$ cat src/rtl/alu_arbiter.sv
// alu_arbiter: round-robin sharing of one combinational ALU between two requesters; ILLEGAL_OP_CHECK_EN adds illegal-opcode error responses
module alu_arbiter #(
  parameter int DATA_W  = 8,
  parameter int SEL_W   = 4,
  parameter int NUM_OPS = 12
) (
  input  logic              clk,
  input  logic              rst_n,
  input  logic              req0_valid,
  output logic              req0_ready,
  input  logic [DATA_W-1:0] req0_a,
  input  logic [DATA_W-1:0] req0_b,
  input  logic [SEL_W-1:0]  req0_sel,
  input  logic              req1_valid,
  output logic              req1_ready,
  input  logic [DATA_W-1:0] req1_a,
  input  logic [DATA_W-1:0] req1_b,
  input  logic [SEL_W-1:0]  req1_sel,
  output logic              rsp0_valid,
  input  logic              rsp0_ready,
  output logic [DATA_W-1:0] rsp0_data,
  output logic              rsp1_valid,
  input  logic              rsp1_ready,
  output logic [DATA_W-1:0] rsp1_data,
`ifdef ILLEGAL_OP_CHECK_EN
  output logic              rsp0_err,
  output logic              rsp1_err,
`endif
  output logic [DATA_W-1:0] alu_a,
  output logic [DATA_W-1:0] alu_b,
  output logic [SEL_W-1:0]  alu_sel,
  input  logic [DATA_W-1:0] alu_c,
  output logic              busy,
  output logic              grant_id
);
  typedef enum logic [1:0] {IDLE, EXEC, RESP} state_t;
  state_t state_q, state_d;
  logic last_q, last_d, id_q, id_d;
  logic [DATA_W-1:0] alu_a_q, alu_a_d, alu_b_q, alu_b_d, d0_q, d0_d, d1_q, d1_d;
  logic [SEL_W-1:0] alu_sel_q, alu_sel_d;
  logic any_req, win, illegal, done;
  logic [DATA_W-1:0] win_a, win_b;
  logic [SEL_W-1:0] win_sel;
  always_comb begin
    any_req = req0_valid | req1_valid;
    win = (req0_valid & req1_valid) ? ~last_q : req1_valid;
    win_a = win ? req1_a : req0_a;
    win_b = win ? req1_b : req0_b;
    win_sel = win ? req1_sel : req0_sel;
`ifdef ILLEGAL_OP_CHECK_EN
    illegal = win_sel >= SEL_W'(NUM_OPS);
`else
    illegal = 1'b0;
`endif
    done = (state_q == RESP) & (id_q ? rsp1_ready : rsp0_ready);
    req0_ready = (state_q == IDLE) & any_req & ~win;
    req1_ready = (state_q == IDLE) & any_req & win;
    state_d = state_q;
    last_d = last_q;
    id_d = id_q;
    alu_a_d = alu_a_q;
    alu_b_d = alu_b_q;
    alu_sel_d = alu_sel_q;
    d0_d = d0_q;
    d1_d = d1_q;
    if (state_q == IDLE && any_req) begin
      state_d = illegal ? RESP : EXEC;
      id_d = win;
      if (!illegal) begin
        alu_a_d = win_a;
        alu_b_d = win_b;
        alu_sel_d = win_sel;
      end else if (win) d1_d = '0;
      else d0_d = '0;
    end
    if (state_q == EXEC) begin
      state_d = RESP;
      if (id_q) d1_d = alu_c;
      else d0_d = alu_c;
    end
    if (done) begin
      state_d = IDLE;
      last_d = id_q;
    end
  end
  always_ff @(posedge clk or negedge rst_n)
    if (!rst_n) begin
      state_q <= IDLE;
      last_q <= 1'b1;
      id_q <= 1'b0;
      alu_a_q <= '0;
      alu_b_q <= '0;
      alu_sel_q <= '0;
      d0_q <= '0;
      d1_q <= '0;
    end else begin
      state_q <= state_d;
      last_q <= last_d;
      id_q <= id_d;
      alu_a_q <= alu_a_d;
      alu_b_q <= alu_b_d;
      alu_sel_q <= alu_sel_d;
      d0_q <= d0_d;
      d1_q <= d1_d;
    end
`ifdef ILLEGAL_OP_CHECK_EN
  logic e0_q, e0_d, e1_q, e1_d;
  always_comb begin
    e0_d = req0_ready ? illegal : e0_q;
    e1_d = req1_ready ? illegal : e1_q;
  end
  always_ff @(posedge clk or negedge rst_n)
    if (!rst_n) begin
      e0_q <= 1'b0;
      e1_q <= 1'b0;
    end else begin
      e0_q <= e0_d;
      e1_q <= e1_d;
    end
  assign rsp0_err = e0_q;
  assign rsp1_err = e1_q;
`endif
  assign rsp0_valid = (state_q == RESP) & ~id_q;
  assign rsp1_valid = (state_q == RESP) & id_q;
  assign rsp0_data = d0_q;
  assign rsp1_data = d1_q;
  assign alu_a = alu_a_q;
  assign alu_b = alu_b_q;
  assign alu_sel = alu_sel_q;
  assign busy = state_q != IDLE;
  assign grant_id = id_q;
endmodule
$ cat config.mk
export PLATFORM = sky130hd
export DESIGN_NAME = alu_arbiter
export DESIGN_NICKNAME = d
export VERILOG_FILES = /design/src/rtl/alu_arbiter.sv
export SDC_FILE = /design/constraint.sdc
export NUM_CORES = 1
export LEC_CHECK = 0
export CORE_ASPECT_RATIO = 0.5
export CORE_MARGIN = 3
export CORE_UTILIZATION = 34
export DETAILED_ROUTE_END_ITERATION = 6
export MAX_ROUTING_LAYER = met4
export PLACE_DENSITY = 0.76
export SYNTH_ARGS = -nofsm -noshare
export SYNTH_HDL_FRONTEND = slang
export SYNTH_SLANG_ARGS = --single-unit
$ cat constraint.sdc
create_clock -name clk -period 1.2 [get_ports clk]
set_input_delay 0.24 -clock clk [delete_from_list [all_inputs] [get_ports clk]]
set_output_delay 0.24 -clock clk [all_outputs]
set_load 0.03 [all_outputs]
# ---- After elaboration in Yosys (flattened, before gate mapping)
# Cells that the tools add are included.
dict set report op_classes {
  addsub 0
  n_mul 0
  div 0
  magnitude_cmp 0
  eq_ne 2
  shifts 0
  n_mux 8
  n_bitwise 11
  n_reduce_logical 6
}
# operator n
set op_table {}
lappend op_table {{two-way mux 8 bit} 2}
lappend op_table {{bitwise AND 1 bit} 7}
lappend op_table {{two-way mux 2 bit} 3}
lappend op_table {{two-way mux 4 bit} 1}
lappend op_table {{AND reduction 2 bit} 2}
lappend op_table {{NOT 1 bit} 3}
lappend op_table {{nonzero test 3 bit} 1}
lappend op_table {{equality test 2 x 1 -> 1 bit, second input constant} 1}
lappend op_table {{equality test 2 bit, second input constant} 1}
lappend op_table {{logical NOT 2 bit} 1}
lappend op_table {{two-way mux 1 bit} 2}
lappend op_table {{nonzero test 2 bit} 1}
lappend op_table {{logical AND 1 bit} 1}
lappend op_table {{bitwise OR 1 bit} 1}
dict set report totals {
  ff_bits 40
  latchBits 0
  ramBits 0
  romBits 0
  input_bits 54
  out_inout_bits 42
  mem_count 0
}

# ---- Longest topological paths before layout
# Gate-level depths: netlist (run 1).
dict set report logic_depth {
  depth_word 5
  ltp_mapped 4
  mapped_depth_nobuf 3
}

# ---- Least setup slack after synthesis (run 1)
# OpenSTA, ideal clock, no wires.
dict set report synth_timing {
  kind {register -> register}
  startpoint {register id_q, in the netlist grant_id}
  endpoint {register last_q}
  arrival_ps 1773
  setup_slack_ps -653
  path_stages_with_launch 5
  path_buffers 1
  synth_period_minus_slack_ps 1853
  cell_sequence {dfrtp_1 buf_2 nor3b_1 nand2_1 a22o_1}
}
dict set report synth_via {
  elab_chain_len 2
}
# item line_no
set synth_rtl {}
lappend synth_rtl {{start: declaration} 38} ;# logic last_q, last_d, id_q, id_d;
lappend synth_rtl {{start signal: assignment} 99} ;# id_q <= id_d;
lappend synth_rtl {{two-way mux 1 bit} 55} ;# done = (state_q == RESP) & (id_q ? rsp1_ready : rsp0_ready);
lappend synth_rtl {{bitwise AND 1 bit} 55}
lappend synth_rtl {{end signal: assignment} 98} ;# last_q <= last_d;
lappend synth_rtl {{end: declaration} 38}
# Parallel ways exist; a longest one is shown, timed or not.
# A chain may end at the register's enable or synchronous reset.

# ---- Worst setup path in the final report (run 1)
dict set report layout_timing {
  startpoint {input req1_valid}
  endpoint {output req1_ready}
}
dict set report layout_via {
  elab_chain_len 3
}
# item line_no
set layout_rtl {}
lappend layout_rtl {{start: declaration} 14} ;# input logic req1_valid,
lappend layout_rtl {{bitwise OR 1 bit or bitwise AND 1 bit (tied branches)} {45, 46}}
lappend layout_rtl {{bitwise AND 1 bit or two-way mux 1 bit (tied branches)} {57, 46}}
lappend layout_rtl {{bitwise AND 1 bit (*)} 57} ;# req1_ready = (state_q == IDLE) & any_req & win;
lappend layout_rtl {{end: declaration} 15} ;# output logic req1_ready,
# Mark *: on every way between the ends. The rest lies on a longest branch, timed or not.

==> summary.md, run 1 <==
| Metric | Value |
|---|---|
| Status | `complete, but fails checks` |
| Violated checks | `setup timing` |
| Via count | `1561` |
| Post-place setup slack | `-0.417 ns` |
| Largest net degree at the start of global routing | `21` |
| Period utilisation layout | `132%` |
| Drt first-iter violations | `a little under 80` |
| Synth cell types | `23` |
| Min-delay worst type | `in2async` |
| Die Width | `around 110 um` |
| Pins Over Slew Limit | `0` |
| Post-Route Skew | `0.00623 ns` |
| Top post-synthesis cells by area | `dfrtp_1 58%, a221o_1 12%, mux2_2 11%` |
| IO Port Bufs | `95` |
| Crit. End Element | `output port` |
| Crit path max fanout | `3` |
| Top-count cell post-synth | `dfrtp_1` |
| First-pass GRT wire length | `approximately 8.6 mm` |
| FP Rows | `17` |
| Synth async-reset ratio | `100%` |
| Final WS setup | `-0.390 ns` |
| Post-route antenna net violation count | `0` |
| Syn-to-layout area delta | `78.8%` |
| Yosys warnings | `0` |
| Mean post-synth cell area | `13.8 sq um` |
| DR pass1 iterations | `5` |
| R2R cell count | `5` |
| I/O pin cnt | `96` |
| Residual DRC | `0` |
| Kind of critical path | `in2out` |
| CTS H-tree depth | `2` |
| Gpl congestion | `0.721` |
| Die footprint | `about 0.0059 sq mm` |
| Via-to-Cell Ratio | `about 5.1` |
| Number of CTS-inserted buffers | `5` |
| Synth top area share | `between 50% and 60%` |
| CTS tree | `done` |
| CP startpoint kind | `primary input` |
| Critical path destination | `req1_ready` |
| Total track usage | `a little under a fifth` |
| Fraction of layout cells with a size suffix above 1 | `between 40% and 50%` |
| Tmin final | `1.59 ns` |
| WP data arrival | `between 1 and 1.5 ns` |
| Sink Count | `40` |
| Leakage | `about 0.0015 uW` |
| FF-to-FF Start | `state_q[0]` |
| Sequential area share after synthesis | `around 60%` |
| RSZ-0062 raised after global routing | `true` |
| DP Wirelength | `roughly 3.5 mm` |
| Top FF cell, synth | `dfrtp_1` |
| PwrDens | `2930 mW/mm^2` |
| Worst-path clk slew | `0.08 ns` |
| Core area | `roughly 0.0046 sq mm` |
| Die Span Y | `55.9 um` |
| Syn Std Cell Area | `around 0.0017 sq mm` |
| Number of synthesized flops with an enable pin | `0` |
| Fin nets | `294` |
| Gr ovfl total | `0` |
| Clk_lat worst skew | `approximately 0.30 ns` |
| Max Buffers Root-to-Sink | `2` |
| Relative slew slack | `~83%` |
| Crit path required time | `0.96 ns` |
| Root Buffer | `clkbuf_8` |
| Setup violators final | `44` |
| Top achievable clock speed | `around 630 MHz` |
| Inserted Diodes | `0` |
| Synth area leader | `dfrtp_1` |
| Actual transition at the worst max-transition pin | `0.259 ns` |
| Fin area | `0.00303 sq mm` |
| Worst Setup SP | `req1_valid` |
| Placed cell area | `roughly 0.0027 sq mm` |
| Crit Reg-Reg Endpoint | `alu_b[6]` |
| Hold Violations, Final | `0` |
| Max Cap Violations | `0` |
| Post-Syn Instances | `around 120` |
| Starting density of the core | `around 37%` |
| Post-synth net total | `around 180` |
| Register bit total from synthesis | `40` |
| Vias in the first global route | `~1600` |
| Peak supply drop | `approximately 1000 uV` |
| Most instantiated cells after synthesis | `39 x dfrtp_1, 20 x a221o_1, 20 x and3_1` |
| Worst R2R Setup Slack | `-0.23 ns` |
| Post-Route WL | `roughly 5.4 mm` |
| Initial antenna violation count | `0` |
| WL per Instance | `17.6 um` |
-- cell type report --
| type | count | area, sq um |
|---|---|---|
| flip-flops and latches | 40 | 1000 |
| repair buffers | 118 | 1100 |
| well taps | 66 | 82.6 |
| multi-input cells | 74 | 716 |
| inverters | 1 | 3.75 |
| clock inverters | 1 | 30.0 |
| fillers | 350 | 1570 |
| clock buffers | 7 | 96.3 |
-- cells by family after synthesis --
| group | count (synthesis) | share of synthesized area, % |
|---|---|---|
| DFF | 40 | 59.2 |
| and+or+nand+nor | 31 | 12.3 |
| AOI/OAI and AO/OA | 25 | 14.0 |
| muxes | 17 | 11.2 |
| buffers and inverters | 10 | 3.32 |
-- cells in the final DEF, fill, tap and decap left out --
cell type / netlist / layout
clkdlybuf4s50_1: 0 / 52
buf_4: 0 / 49
dfrtp_1: 39 / 38
and3_1: 20 / 20
a221o_1: 20 / 20
mux2_4: 0 / 14
buf_6: 2 / 13
clkbuf_8: 0 / 7
nand2_1: 3 / 3
nor3b_4: 1 / 2
a21o_1: 2 / 2
mux2_2: 16 / 2
nor2_4: 0 / 1
inv_1: 1 / 1
nand2b_1: 1 / 1
and3_4: 1 / 1
a21boi_1: 0 / 1
and2_4: 0 / 1
and3b_2: 0 / 1
nand3b_1: 1 / 1
o21ai_1: 1 / 1
mux2i_1: 1 / 1
a22o_1: 1 / 1
bufinv_16: 0 / 1
and3_2: 0 / 1
bufbuf_16: 0 / 1
dfrtp_2: 0 / 1
dlygate4sd3_1: 0 / 1
buf_2: 3 / 1
dfstp_2: 1 / 1
buf_8: 0 / 1
-- power breakdown --
part / switching (uW) / internal (uW) / total [uW] / leakage, uW
logic: 2600 / 2580 / 5180 / 0.000940
registers: 443 / 2040 / 2480 / 0.000480
clock network: 483 / 734 / 1220 / 0.0000645
-- worst max-delay path, cell delays in order --
cell	delay [ns]
clkdlybuf4s50_1	0.51
a21boi_1	0.27
and2_4	0.21
buf_6	0.13
-- metal layers --
layer | vias up | GRT usage (%) | share of wire (%)
li1 | 708 | - | -
met1 | 802 | 22.5 | 41
met2 | 45 | 33.6 | 54
met3 | 6 | 3.59 | 3.8
met4 | 0 | 4.98 | 1.2
met5 | - | - | 0
-- state kept, by name, indices dropped and copies added (netlist names) --
register / flops
last_q: 1
grant_id: 1
state_q: 2
rsp1_data: 8
alu_b: 8
rsp0_data: 8
alu_sel: 4
alu_a: 8
-- per-stage QoR --
stage | hold slack [ns] | setup TNS [ns] | utilization [%] | cells | total power, uW
after floorplan | -0.0556 | -6.35 | - | 123 | 5250
after global placement | 0.232 | -10.24 | 58.8 | 288 | 6930
after detailed placement | 0.235 | -10.99 | 58.8 | 288 | 7000
after CTS | 0.443 | -7.84 | 66.0 | 307 | 8880
after global routing | 0.495 | -10.52 | 65.9 | 307 | 9300
final | 0.457 | -8.29 | 65.9 | 307 | 8880
-- timing repair --
item / 4_1_cts / 5_1_grt
hold buffers: 1 / 0
pin swaps: 3 / 0
setup buffers: 8 / 0
resized for setup: 27 / 5
hold endpoints to repair: 39 / 0
gates cloned: 2 / 0
endpoints found under the setup margin: 43 / 44
-- worst min path at each step --
stage / start / endpoint / slack (ns) / depth (start not counted)
after floorplan: rst_n / alu_a[0] / -0.06 / 0
after global placement: rst_n / rsp1_data[7] / 0.23 / 2
after detailed placement: rst_n / alu_b[1] / 0.24 / 2
after CTS: rst_n / alu_a[5] / 0.44 / 3
after global routing: rst_n / alu_sel[2] / 0.50 / 3
final: rst_n / alu_a[1] / 0.46 / 3
Note: power is estimated with default switching activity, not from simulation.
==> run 2, diff against run 1 <==
Settings changed: SETUP_SLACK_MARGIN set to 0.05.
==> run 2 against run 1 <==
Net effect:
- the run still ends with setup timing left
- total power down 2.2%
- clock skew is 0.0011 ns lower
- sequential power barely moved
- die area stayed put
- via count is 2.2% higher
- cell count up 2.6%
- critical path type is now reg2out
- largest power group unchanged
- highest routed layer unchanged
==> summary.md, run 2 (synthesis results as in run 1) <==
| Metric | Value |
|---|---|
| Status | `complete, but fails checks` |
| Violated checks | `setup timing` |
| Via-to-Cell Ratio | `5.06 (-0.42%)` |
| PwrDens | `2840 mW/mm^2 (-3.2%)` |
| Max Buffers Root-to-Sink | `2 (unchanged)` |
| Syn-to-layout area delta | `80.7%` |
| Setup violators final | `44 (unchanged)` |
| Fin area | `0.00306 sq mm (+1.0%)` |
| WP data arrival | `1.35 ns (about the same)` |
| Worst R2R Setup Slack | `-0.36 ns (-0.13 ns)` |
| Tmin final | `1.59 ns (-0.00257 ns)` |
| Number of CTS-inserted buffers | `5 (unchanged)` |
| Placed cell area | `0.00272 sq mm (+0.79%)` |
| Vias in the first global route | `1612 (+0.25%)` |
| Relative slew slack | `76.8% (-5.9 points)` |
| Crit path required time | `0.96 ns (about the same)` |
| Crit. End Element | `output port` |
| IO Port Bufs | `95 (unchanged)` |
| Pins Over Slew Limit | `0 (unchanged)` |
| Actual transition at the worst max-transition pin | `0.348 ns (+0.0883 ns)` |
| Filler cells | `344 (-1.7%)` |
| Post-route antenna net violation count | `0 (unchanged)` |
| Post-Route Skew | `0.00517 ns (-0.00106 ns)` |
| Post-layout util | `66.6% (+0.68 points)` |
| DP Wirelength | `3.60 mm (+2.0%)` |
| Post-Route WL | `6.03 mm (+12%)` |
| Die Width | `106 um (unchanged)` |
| FF-to-FF Start | `state_q[0]` |
| Leakage | `0.00148 uW (-0.35%)` |
| FP Rows | `17 (unchanged)` |
| Gr ovfl total | `0 (unchanged)` |
| Worst-path clk slew | `0.08 ns (about the same)` |
| RSZ-0062 raised after global routing | `true` |
| CP startpoint kind | `flip-flop` |
| Die Span Y | `55.9 um (unchanged)` |
| Crit Reg-Reg Endpoint | `alu_b[5]` |
| Peak supply drop | `949 uV (-6.5%)` |
| I/O pin cnt | `96 (unchanged)` |
| Fraction of layout cells with a size suffix above 1 | `45.0% (+4.3 points)` |
| Top achievable clock speed | `630 MHz (+0.16%)` |
| DR pass1 iterations | `4 (-1)` |
| Inserted Diodes | `0 (unchanged)` |
| Most frequent cells in the layout | `51 x buf_4, 50 x clkdlybuf4s50_1, 38 x dfrtp_1` |
| Residual DRC | `0 (unchanged)` |
| Max Cap Violations | `0 (unchanged)` |
| Crit path max fanout | `3 (unchanged)` |
| WL per Instance | `19.1 um (+8.7%)` |
| Root Buffer | `clkbuf_8` |
| Power, Total | `8690 uW (-2.2%)` |
| Initial antenna violation count | `0 (unchanged)` |
| Kind of critical path | `reg2out` |
| Starting density of the core | `36.9% (unchanged)` |
| Final WS setup | `-0.387 ns (+0.00257 ns)` |
| R2R cell count | `6 (+1)` |
| Gpl congestion | `0.708 (-1.9%)` |
| CTS H-tree depth | `2 (unchanged)` |
| Clk_lat worst skew | `0.29 ns (about the same)` |
| Worst Setup SP | `last_q` |
| CTS tree | `done` |
| Drt first-iter violations | `118 (+51%)` |
| Most common cell after layout, fill and taps aside | `buf_4` |
| Largest net degree at the start of global routing | `21 (unchanged)` |
| Hold Violations, Final | `0 (unchanged)` |
| Core area | `0.00459 sq mm (unchanged)` |
| Die footprint | `0.00592 sq mm (unchanged)` |
| Period utilisation layout | `132% (-0.21 points)` |
| Min-delay worst type | `in2async` |
| Via count | `1595 (+2.2%)` |
| Sink Count | `40 (unchanged)` |
| Fin nets | `302 (+2.7%)` |
| First-pass GRT wire length | `8.75 mm (+1.6%)` |
| Total track usage | `19.4% (+0.37 points)` |
run 2: where the power goes:
group	switching (uW)	leakage, uW	total (uW)	internal, uW
registers	450	0.000480	2490	2040
logic	2760	0.000958	5320	2550
clock network	473	0.0000412	879	406
run 2: repair_timing:
action / CTS / global route
buffers inserted: 6 / 6
hold buffers: 1 / 0
endpoints found under the setup margin: 43 / 44
pin swaps: 4 / 2
endpoints found under the hold margin: 11 / 0
resized for setup: 24 / 17
cloned: 2 / 4
run 2: worst max path at each step:
stage	slack, ns	depth (start not counted)	endpoint
after floorplan	-0.25	3	rsp0_data[0]
after global placement	-0.39	5	alu_b[6]
after detailed placement	-0.43	5	alu_a[3]
after CTS	-0.36	3	req0_ready
after global routing	-0.43	4	req1_ready
final	-0.39	3	req0_ready
run 2: area by class of cell:
cell class	instances	area, sq um	area share [%]
clock buffers	6	72.6	2.37
clock inverters	2	12.5	0.409
inverters	1	3.75	0.123
multi-input cells	75	734	24.0
flip-flops and latches	40	1000	32.8
well taps	66	82.6	2.70
repair buffers	125	1150	37.6
run 2: per-stage QoR:
step | setup slack [ns] | hold WS (ns) | setup TNS, ns | std cells
final | -0.387 | 0.397 | -10.84 | 315
after global routing | -0.430 | 0.430 | -13.36 | 315
after CTS | -0.355 | 0.379 | -7.97 | 306
after detailed placement | -0.434 | 0.167 | -11.25 | 289
after global placement | -0.395 | 0.162 | -10.28 | 289
after floorplan | -0.250 | -0.0556 | -6.36 | 123
run 2: worst max-delay path, stage by stage (launching register included):
cell and delay, ns:
dfstp_2 0.58, nand2b_4 0.15, and3_4 0.19, buf_6 0.13
run 2: layer usage:
layer / up-vias / part of all wire [%] / track usage [%] / routed length (um)
met3: 8 / 6.0 / 4.17 / 359
li1: 724 / - / - / -
met5: - / 0 / - / 0
met2: 73 / 53 / 34.1 / 3190
met1: 790 / 40 / 22.5 / 2390
met4: 0 / 1.5 / 5.54 / 93
